## src/rtl/uart_pkg.sv

```systemverilog
// Shared definitions for the UART transmit and receive paths.
// Holds the FSM state type, line-format constants and the baud divider helper.
package uart_pkg;

   typedef enum logic [2:0] {
      IDLE   = 3'd0,
      START  = 3'd1,
      DATA   = 3'd2,
      PARITY = 3'd3,
      STOP   = 3'd4
   } uart_state_t;

   localparam logic UART_IDLE_LVL  = 1'b1;
   localparam int   UART_DATA_BITS = 8;

   // Number of sysclk cycles per bit on the line (integer divide).
   function automatic int bit_div(input int clk, input int baud);
      return clk / baud;
   endfunction

endpackage

```

## src/rtl/uart_baud_tick.sv

```systemverilog
// Bit-period counter used by both UART directions.
// Counts 0..DIV-1 and raises tick at the terminal count; restart holds it at zero.
module uart_baud_tick #(
   parameter int DIV = 16
) (
   input  logic                       sysclk,
   input  logic                       reset_n,
   input  logic                       restart,
   output logic [$clog2(DIV)-1:0]     count,
   output logic                       tick
);

   localparam int CW = $clog2(DIV);

   assign tick = (count == CW'(DIV - 1));

   // Free-running bit counter that wraps at each bit boundary or when restarted.
   always_ff @(posedge sysclk or negedge reset_n) begin
      if (!reset_n) begin
         count <= '0;
      end else if (restart || tick) begin
         count <= '0;
      end else begin
         count <= count + 1'b1;
      end
   end

endmodule

```

## src/rtl/uart_tx_engine.sv

```systemverilog
// Transmit-side UART engine: one-byte holding register feeding a shift register,
// framed as 8N1, or 8E1 when UART_TX_PARITY_EN is defined. LSB first.
// All line-facing outputs are registered so UART_TX never glitches.
module uart_tx_engine
   import uart_pkg::*;
#(
   parameter int CLK_FREQ = 100_000_000,
   parameter int BAUD     = 9600
) (
   input  logic       sysclk,
   input  logic       reset_n,
   input  logic [7:0] tx_data,
   input  logic       tx_valid,
   output logic       tx_ready,
   output logic       tx_busy,
   output logic       tx_done,
   output logic       UART_TX
);

   localparam int BIT_DIV = bit_div(CLK_FREQ, BAUD);
   localparam int CNT_W   = $clog2(BIT_DIV);

   uart_state_t      state;
   logic [7:0]       holding_data;
   logic             holding_full;
   logic [7:0]       shift;
   logic [2:0]       bit_idx;
   logic [CNT_W-1:0] baud_count;
   logic             baud_tick;
   logic             accept;
   logic             load;
`ifdef UART_TX_PARITY_EN
   logic             parity_bit;
`endif

   assign tx_ready = ~holding_full;
   assign accept   = tx_valid & ~holding_full;
   // The engine takes the held byte when idle, or at the end of a stop bit so frames abut.
   assign load     = holding_full &
                     ((state == IDLE) || ((state == STOP) && baud_tick));

   uart_baud_tick #(
      .DIV (BIT_DIV)
   ) u_baud (
      .sysclk  (sysclk),
      .reset_n (reset_n),
      .restart (state == IDLE),
      .count   (baud_count),
      .tick    (baud_tick)
   );

   // Holding register: a new byte wins over a simultaneous drain so nothing is lost.
   always_ff @(posedge sysclk or negedge reset_n) begin
      if (!reset_n) begin
         holding_full <= 1'b0;
         holding_data <= '0;
      end else if (accept) begin
         holding_full <= 1'b1;
         holding_data <= tx_data;
      end else if (load) begin
         holding_full <= 1'b0;
      end
   end

   // Frame sequencer: line level, busy and done are set alongside the next state.
   always_ff @(posedge sysclk or negedge reset_n) begin
      if (!reset_n) begin
         state   <= IDLE;
         shift   <= '0;
         bit_idx <= '0;
         UART_TX <= UART_IDLE_LVL;
         tx_busy <= 1'b0;
         tx_done <= 1'b0;
`ifdef UART_TX_PARITY_EN
         parity_bit <= 1'b0;
`endif
      end else begin
         tx_done <= (state == STOP) && (baud_count == CNT_W'(BIT_DIV - 2));
         case (state)
            IDLE: begin
               UART_TX <= UART_IDLE_LVL;
               tx_busy <= 1'b0;
               if (load) begin
                  shift   <= holding_data;
`ifdef UART_TX_PARITY_EN
                  parity_bit <= ^holding_data;
`endif
                  state   <= START;
                  UART_TX <= 1'b0;
                  tx_busy <= 1'b1;
               end
            end
            START: begin
               if (baud_tick) begin
                  state   <= DATA;
                  bit_idx <= '0;
                  UART_TX <= shift[0];
               end
            end
            DATA: begin
               if (baud_tick) begin
                  if (bit_idx == 3'(UART_DATA_BITS - 1)) begin
`ifdef UART_TX_PARITY_EN
                     state   <= PARITY;
                     UART_TX <= parity_bit;
`else
                     state   <= STOP;
                     UART_TX <= UART_IDLE_LVL;
`endif
                  end else begin
                     shift   <= shift >> 1;
                     UART_TX <= shift[1];
                     bit_idx <= bit_idx + 1'b1;
                  end
               end
            end
`ifdef UART_TX_PARITY_EN
            PARITY: begin
               if (baud_tick) begin
                  state   <= STOP;
                  UART_TX <= UART_IDLE_LVL;
               end
            end
`endif
            STOP: begin
               if (baud_tick) begin
                  if (load) begin
                     shift   <= holding_data;
`ifdef UART_TX_PARITY_EN
                     parity_bit <= ^holding_data;
`endif
                     state   <= START;
                     UART_TX <= 1'b0;
                  end else begin
                     state   <= IDLE;
                     UART_TX <= UART_IDLE_LVL;
                     tx_busy <= 1'b0;
                  end
               end
            end
            default: begin
               state   <= IDLE;
               UART_TX <= UART_IDLE_LVL;
               tx_busy <= 1'b0;
            end
         endcase
      end
   end

endmodule

```

## config.mk

```make
export PLATFORM = sky130hd
export DESIGN_NAME = uart_tx_engine
export DESIGN_NICKNAME = d
export VERILOG_FILES = /design/src/rtl/uart_pkg.sv /design/src/rtl/uart_baud_tick.sv /design/src/rtl/uart_tx_engine.sv
export SDC_FILE = /design/constraint.sdc
export NUM_CORES = 1
export LEC_CHECK = 0
export CAP_MARGIN = 40
export CORE_MARGIN = 2
export CORE_UTILIZATION = 50
export CTS_CLUSTER_DIAMETER = 60
export DETAILED_ROUTE_END_ITERATION = 8
export PLACE_DENSITY = 0.79
export SYNTH_ARGS = -nofsm -noshare
export SYNTH_HDL_FRONTEND = slang
export SYNTH_SLANG_ARGS = --single-unit
```

## constraint.sdc

```tcl
create_clock -name sysclk -period 2.15 [get_ports sysclk]
set_input_delay 0.3225 -clock sysclk [delete_from_list [all_inputs] [get_ports sysclk]]
set_output_delay 0.3225 -clock sysclk [all_outputs]
set_load 0.005 [all_outputs]
```

== Word-level counts from Yosys, hierarchy flattened ==
Index checks and enable logic that the tools add are counted.
Word-level totals
  logic and storage cells: 71
  output and inout port bits: 4
  bits of input ports: 11
  flip-flop bits (word level): 40
Cells by class
  reductions and logical operators: 14
  equality and inequality tests: 13
  bitwise gates (word level): 4
  mux-type cells: 29
  $add $sub $neg: 2
Operators by type and width (number)
  $mux 8: 4
  $eq 14x14->1 const B: 2
  $mux 3: 8
  $pmux 8 s3: 1
  $add 14x1->14 const B: 1
  $mux 14: 1
  $ne 2x2->1 const B: 7
  $pmux 3 s4: 1
  $mux 1: 11
  $reduce_and 4->1: 2
  $eq 3x3->1 const B: 2
  $pmux 3 s2: 1
  $reduce_and 3->1: 2
  $reduce_and 5->1: 1
  $pmux 1 s4: 1
  $reduce_bool 2->1: 2
  $add 3x1->3 const B: 1
  $eq 3x1->1 const B: 1
  $eq 3x2->1 const B: 1
  $logic_not 3->1: 1
  $pmux 1 s3: 1
  $reduce_bool 3->1: 1
  $and 1x1->1: 2
  $logic_and 1x1->1: 2
  other kinds (3): 5

== Logic depth before layout (Yosys ltp) ==
Gate-level depths: netlist (run 1).
  word-level depth: 7
  mapped depth: 8
  mapped depth without buffers: 6

== By module ==
A second synthesis (run 1) with hierarchy kept.
Unflattened totals
  cell total of the unflattened synthesis: 180
  area total of the unflattened synthesis: 2099.5 µm²
By module, submodules not included
  uart_tx_engine: area each 1370.1 µm², times used 1, sequential area each 651.9 µm², cells an instance 110
  uart_baud_tick: area each 729.4 µm², times used 1, sequential area each 350.3 µm², cells an instance 70

== Worst setup path before layout (run 1) ==
Ideal clock, no wire load.
  path type: register -> register
  start point: reg bit_idx[0]
  end point: reg shift[4]
  stages on the path, launching flop included: 9
  library setup time: 0.119 ns
  slack: 0.103 ns
  data required time: 2.031 ns
  clock period less this slack: 2.047 ns
  buffers on the path: 2
  data arrival time: 1.928 ns
  cell sequence: dfrtp_1 ha_1 ha_1 clkbuf_1 or3b_1 a221o_1 buf_6 nand2_1 o21ai_2
Between the ends
  word-level cells in the longest chain between the ends: 3
Ends and longest elaborated chain
  start: declaration: RTL line uart_tx_engine.sv:27  | logic [2:0] bit_idx;
  start signal: assignment: RTL line uart_tx_engine.sv:113  | bit_idx <= bit_idx + 1'b1;
  $eq 3x3->1: RTL line uart_tx_engine.sv:102  | if (bit_idx == 3'(UART_DATA_BITS - 1)) begin
  $ne 2x2->1 (no source line)
  $reduce_and 4->1 (no source line)
  end signal: assignment: RTL line uart_tx_engine.sv:84  | shift <= holding_data;
  end signal: assignment: RTL line uart_tx_engine.sv:111  | shift <= shift >> 1;
  end signal: assignment: RTL line uart_tx_engine.sv:128  | shift <= holding_data;
  end: declaration: RTL line uart_tx_engine.sv:26  | logic [7:0] shift;
Every way passes these cells.
A chain may end at the register's enable or synchronous reset.

== Worst setup path after layout (run 1) ==
  start point: reg bit_idx[0]
  end point: reg shift[0]
Same word-level chain as after synthesis.

==> results.ini, run 1 <==
[outcome]
status = finished, final reports clean

[sta]
slew_violations = 0
hold_violations = 0
min_period_ns = 1.961
rsz0062_at_grt = false
hold_ws_ns = 0.4929
setup_ws_ns = 0.1891
fin_skew_ns = 0.005693
worstMarginPinSlew_ns = 0.5651
fmax_mhz = 510.0
setup_viol = 0
timing.setup.tns_ns = 0
fin_crit_sh_pct = 91.21
slew_headroom_pct = 61.98

[pwr]
p_leak_nw = 1.028
ir_worst_vdd_mv = 0.5899
powerDensity_mw_per_mm2 = 781.5

[critical_path]
critPathTopFamily = compound AO/OA/AOI/OAI gates
worst_setup_path_start_kind = flip-flop
path_buf_inv = 0
path_cells = ha_1, ha_1, or3b_1, a221o_2, nand2_1, o21ai_1
crit_path_max_incr_delay_ns = 0.49
arrival_ns = 2.13
cp-end-kind = flip-flop
worst_path_most_repeated_cell = ha_1
critPathSlowestCell = a221o_2
required_ns = 2.32
critPathKind = reg -> reg
worst-path-max-fanout = 14

[finish]
fin_util_pct = 60.23
synthToLayoutAreaGrowth_pct = 17.60
nFillCells = 339
final_nets = 223
diodes = 0
drive_gt1_share_pct = 18.66
ff_latch_area_mm2 = 0.001002
multi_input_area_um2 = 949.7
final_area_mm2 = 0.002357

[yosys]
synth.avg_cell_area_um2 = 10.78
synth_common_cells = 39 x dfrtp_1, 19 x nor2_1, 18 x nand2_1
async_flop_share_pct = 100.0
synth-seq-area-share_pct = 50.00
synth_ff_type = dfrtp_1
yosysWarnings = 0
synth_nets = 201
netlist_instances = 186
ys_top_cells_by_area = dfrtp_1 49%, mux2_2 5.6%, xnor2_1 4.4%
synth_edf_count = 0
synthesis.area_mm2 = 0.002004
yosysTopAreaCell = dfrtp_1
yosysMostFrequentCell = dfrtp_1
ys_seq_elements = 40
synth_top_area_share_pct = 48.69
yosysUniqueCellTypes = 44

[route]
drc = 0
via_count = 1379
drt_iter0_markers = 98
via_per_inst = 5.324
final_antenna_net_count = 0
wirelength_um = 3593
drtPass1Iterations = 4
wl_per_cell_um = 13.87

[floorplanning]
initial_core_util_pct = 51.21
core_mm2 = 0.003914
fp.dieH_um = 67.32
dieArea_mm2 = 0.004531
rows = 23
dieWidth_um = 67.32
io_pins = 15

[global_routing]
grt_overflow = 0
grt_pass1_wl_um = 6203
grtUsageTotal_pct = 18.79
grt_max_degree = 22
antenna_found_initial = 0
grt_pass1_vias = 1314

[placed_design]
hpwl_um = 2507
place_area_mm2 = 0.002235
pre_cts_ws_ns = 0.1366
place.gp.congestion = 0.7722
port_buffers = 14

[clock_tree]
cts_sinks = 40
clock_latency_ns = 0.29
clk_pin_slew_ns = 0.08
cts_made_buffers = 5
cts_buffer_depth = 2
root_buffer = clkbuf_8
cts_tree = yes
htreeDepth = 2

[hold_path]
worstHoldPathType = reg -> reg

[run]
maxCapViolations = 0

[timing repair]
| action | 4_1_cts | 5_1_grt |
|---|---|---|
| buffers inserted | 0 | 0 |
| setup endpoints to repair | 0 | 3 |
| resized for setup | 0 | 1 |
| hold buffers | 1 | 0 |
| endpoints found under the hold margin | 19 | 0 |
[sequential cells by signal, summed over array words and instances (netlist names)]
name	count
holding_full	1
u_baud.count	14
tx_done	1
UART_TX	1
bit_idx	3
holding_data	8
state	3
shift	8
tx_busy	1
[cells by family after synthesis]
logic type                 count (synthesis)  synth area share, %
AOI/OAI and AO/OA                         29                10.55
xor gates and xnor gates                  14                6.117
adders and majority gates                  4                2.497
buffers and inverters                     13                2.934
DFF                                       40                50.00
muxes                                     17                9.114
and+or+nand+nor                           69                18.79
[tightest hold or removal path, delay by kind of cell (launching register included)]
| family | cells | cell delay (ns) |
|---|---|---|
| AND/OR/NAND/NOR | 1 | 0.05 |
| AO/OA/AOI/OAI | 1 | 0.07 |
| flip-flops | 1 | 0.34 |
[path summary, 6_finish.rpt]
kind / start / end / slack [ns] / cells after the start
max in group asynchronous: reset_n / UART_TX / 0.99 / 3
min: shift[3] / shift[3] / 0.49 / 2
max: bit_idx[0] / shift[0] / 0.19 / 6
min in group asynchronous: reset_n / u_baud.count[4] / 0.52 / 2
min reg2reg: shift[3] / shift[3] / 0.49 / 2
max reg2reg: bit_idx[0] / shift[0] / 0.19 / 6
[area by class of cell]
type / count / share of cell area, %
Clock buffer: 5 / 2.919
Clock inverter: 3 / 1.805
Inverter: 3 / 0.4777
Multi-Input combinational cell: 133 / 40.29
Sequential cell: 40 / 42.52
Tap cell: 50 / 2.654
Timing Repair Buffer: 25 / 9.342
[metal layers]
layer  up-vias  share of wire [%]  track usage, %
li1        699                  -               -
met1       655                 51           27.02
met2        19                 45           27.35
met3         6                2.6           4.500
met4         0                2.0           7.653
met5         -                  0               0
[through the flow]
| step | power [mW] | cells |
|---|---|---|
| after detailed placement | 1.251 | 250 |
| after CTS | 1.860 | 259 |
| after floorplan | 1.152 | 186 |
| after global routing | 1.948 | 259 |
| after global placement | 1.240 | 250 |
| final | 1.842 | 259 |
[cell usage in the layout (no fill, tap or decap), types with 3 or more instances in the layout]
| cell | netlist | layout |
|---|---|---|
| a21oi_1 | 4 | 4 |
| a22o_1 | 5 | 5 |
| and3_1 | 6 | 6 |
| buf_4 | 0 | 10 |
| clkbuf_8 | 0 | 5 |
| clkdlybuf4s50_1 | 0 | 13 |
| dfrtp_1 | 39 | 39 |
| ha_1 | 4 | 4 |
| inv_1 | 3 | 3 |
| mux2_2 | 10 | 10 |
| mux2i_1 | 7 | 7 |
| nand2_1 | 18 | 18 |
| nand3_1 | 6 | 6 |
| nand3b_1 | 3 | 3 |
| nor2_1 | 19 | 19 |
| nor3_1 | 3 | 3 |
| o21ai_1 | 4 | 4 |
| o21ai_2 | 3 | 3 |
| xnor2_1 | 10 | 10 |
| xor2_1 | 4 | 4 |
[where the power goes]
group	internal (mW)	switching, mW
clock	0.343	0.259
combinational	0.152	0.132
sequential	0.861	0.0955
total	1.36	0.487
Power figures use the tool's default switching activity.
==> run 2: changes to the inputs <==
CORE_UTILIZATION = 25   (was 50)
PLACE_DENSITY = 0.48   (was 0.79)
==> run 2 against run 1 <==
Hold slack lost 0.41 ns; power down 5.2%; worst setup slack got worse by 0.019 ns; die area grew 93%; final cell count is 20% higher; register-to-register slack got worse by 0.02 ns; routed wire length grew 4.7%; combinational power increased by 2%; first-iteration DRC count shrank 54%; non-clock buffer count down 1; design area is 1.3% higher; critical endpoint unchanged; largest power group unchanged.
==> results.ini, run 2 (synthesized netlist as in run 1, its figures left out) <==
[global_routing]
grt_overflow = 0  ; unchanged
grt_pass1_vias = 1399  ; +6.5%
antenna_found_initial = 0  ; unchanged
grt_busiest_layer = met1
gr-usage-met3_pct = 2.579  ; -1.9 points
grt_max_degree = 41  ; +86%
use_met2_pct = 14.15  ; -13 points
grt_pass1_wl_um = 6831  ; +10%
grtUsageTotal_pct = 9.966  ; -8.8 points
grtUsageMet1_pct = 14.52  ; -13 points

[finish]
largest_register_ffs = 14  ; unchanged
final_cell_mix = 39 x dfrtp_1, 19 x nor2_1, 18 x nand2_1
nFillCells = 822  ; +140%
largestRegisters = u_baud.count: 14 flops, holding_data: 8 flops, shift: 8 flops
final_nets = 222  ; -0.45%
regMostFlops = u_baud.count
fin_util_pct = 30.75  ; -29 points
synthToLayoutAreaGrowth_pct = 19.16
drive_gt1_share_pct = 18.75  ; +0.090 points
diodes = 0  ; unchanged
final_common_cell = dfrtp_1

[critical_path]
required_ns = 2.32  ; about the same
regToRegStartpoint = bit_idx[0]
critPathKind = reg -> reg
arrival_ns = 2.15  ; +0.02 ns
rrSetupSlack_ns = 0.17  ; -0.02 ns
cp-end-kind = flip-flop
r2r_cells = 6  ; unchanged
reg2reg_to = shift[0]
worst_setup_path_start_kind = flip-flop
worst-path-max-fanout = 14  ; unchanged

[placed_design]
hpwl_um = 2663  ; +6.2%
pre_cts_ws_ns = 0.1022  ; -0.03435 ns
place.gp.congestion = 0.7069  ; -8.5%
port_buffers = 14  ; unchanged

[floorplanning]
io_pins = 15  ; unchanged
initial_core_util_pct = 25.81  ; -25 points
rows = 32  ; +39%
dieWidth_um = 93.54  ; +39%
fp.dieH_um = 93.54  ; +39%
dieArea_mm2 = 0.008750  ; +93%
core_mm2 = 0.007767  ; +98%

[sta]
timing.setup.tns_ns = 0  ; unchanged
setup_viol = 0  ; unchanged
rsz0062_at_grt = false
slew_violations = 0  ; unchanged
fmax_mhz = 505.1  ; -0.94%
setup_ws_ns = 0.1704  ; -0.01867 ns
fin_crit_sh_pct = 92.08  ; +0.87 points
worstMarginPinSlew_ns = 0.5243  ; -0.04084 ns
slew_headroom_pct = 65.05  ; +3.1 points
min_period_ns = 1.980  ; +0.01867 ns
fin_skew_ns = 0.01261  ; +0.006918 ns
hold_violations = 0  ; unchanged

[clock_tree]
cts_buffer_depth = 2  ; unchanged
htreeDepth = 2  ; unchanged
cts_sinks = 40  ; unchanged
cts_made_buffers = 5  ; unchanged
clock_latency_ns = 0.29  ; about the same
post_cts.repair.setup_buffers = 0  ; unchanged
clk_pin_slew_ns = 0.08  ; about the same
holdBufCountCts = 0  ; -1
root_buffer = clkbuf_8
cts_tree = yes

[route]
drc = 0  ; unchanged
via_per_inst = 4.481  ; -16%
drt_iter0_markers = 45  ; -54%
drtPass1Iterations = 4  ; unchanged
wirelength_um = 3763  ; +4.7%
wl_per_cell_um = 12.14  ; -12%
final_antenna_net_count = 0  ; unchanged
via_count = 1389  ; +0.73%

[pwr]
p_sw_share_pct = 28.78  ; +2.4 points
switching_power_uw = 502.7  ; +3.3%
power_frac_seq_pct = 54.7  ; +2.8 points
pwr-share-comb_pct = 16.7  ; +1.3 points
p_leak_nw = 1.018  ; -0.91%
powerDensity_mw_per_mm2 = 731.3  ; -6.4%
p_int_mw = 1.244  ; -8.2%
ir_worst_vdd_mv = 0.2259  ; -62%
power.share.clock_pct = 28.6  ; -4.1 points

[run]
maxCapViolations = 0  ; unchanged

[hold_path]
worstHoldPathType = in -> async

[outcome]
status = finished, final reports clean

run 2: metal layers:
| metal | vias up | wire length, um |
|---|---|---|
| met5 | - | 0 |
| met4 | 0 | 34 |
| met3 | 2 | 128 |
| met2 | 19 | 1626 |
| met1 | 669 | 1973 |
| li1 | 699 | - |
run 2: layout make-up:
cell class / instances / area, um2 / share of cell area, %
Clock buffer: 5 / 68.82 / 2.881
Clock inverter: 3 / 18.77 / 0.7858
Inverter: 3 / 11.26 / 0.4715
Multi-Input combinational cell: 133 / 949.7 / 39.76
Sequential cell: 40 / 1002 / 41.96
Tap cell: 102 / 127.6 / 5.343
Timing Repair Buffer: 24 / 210.2 / 8.800
run 2: how the worst max path moves through the flow:
| stage | startpoint | endpoint | slack (ns) |
|---|---|---|---|
| after global placement | bit_idx[0] | shift[6] | 0.15 |
| after CTS | bit_idx[0] | shift[0] | 0.08 |
| final | bit_idx[0] | shift[0] | 0.17 |
| after detailed placement | bit_idx[0] | shift[4] | 0.10 |
| after floorplan | bit_idx[0] | shift[4] | 0.10 |
| after global routing | bit_idx[0] | shift[0] | 0.04 |
run 2: power by group through the flow:
| stage | clock (mW) | combinational, mW | sequential, mW |
|---|---|---|---|
| 2_1_floorplan | 0 | 0.204 | 0.948 |
| 3_3_place_gp | 0 | 0.289 | 0.971 |
| 3_5_place_dp | 0 | 0.296 | 0.971 |
| 4_1_cts | 0.525 | 0.297 | 0.958 |
| 5_1_grt | 0.567 | 0.334 | 0.977 |
| 6_report | 0.500 | 0.291 | 0.956 |
run 2: timing repair:
action                                  in CTS  in global routing
gates resized for setup                      0                  1
endpoints found under the setup margin       0                  6
hold endpoints to repair                     0                  0
run 2: critical path, stage by stage, from the launching register on:
cell and delay (ns):
dfrtp_1 0.42, ha_1 0.22, ha_1 0.19, or3b_1 0.35, a221o_2 0.50, nand2_1 0.12, o21ai_1 0.07
run 2: stage by stage:
step           hold slack, ns  instances  area (um2)  power (mW)
6_report              0.07849        310        2389       1.747
5_1_grt                0.1166        310        2389       1.878
4_1_cts               0.09786        310        2387       1.780
3_5_place_dp           0.4293        302        2300       1.268
3_3_place_gp           0.4278        302        2300       1.260
2_1_floorplan         0.02691        186        2004       1.152
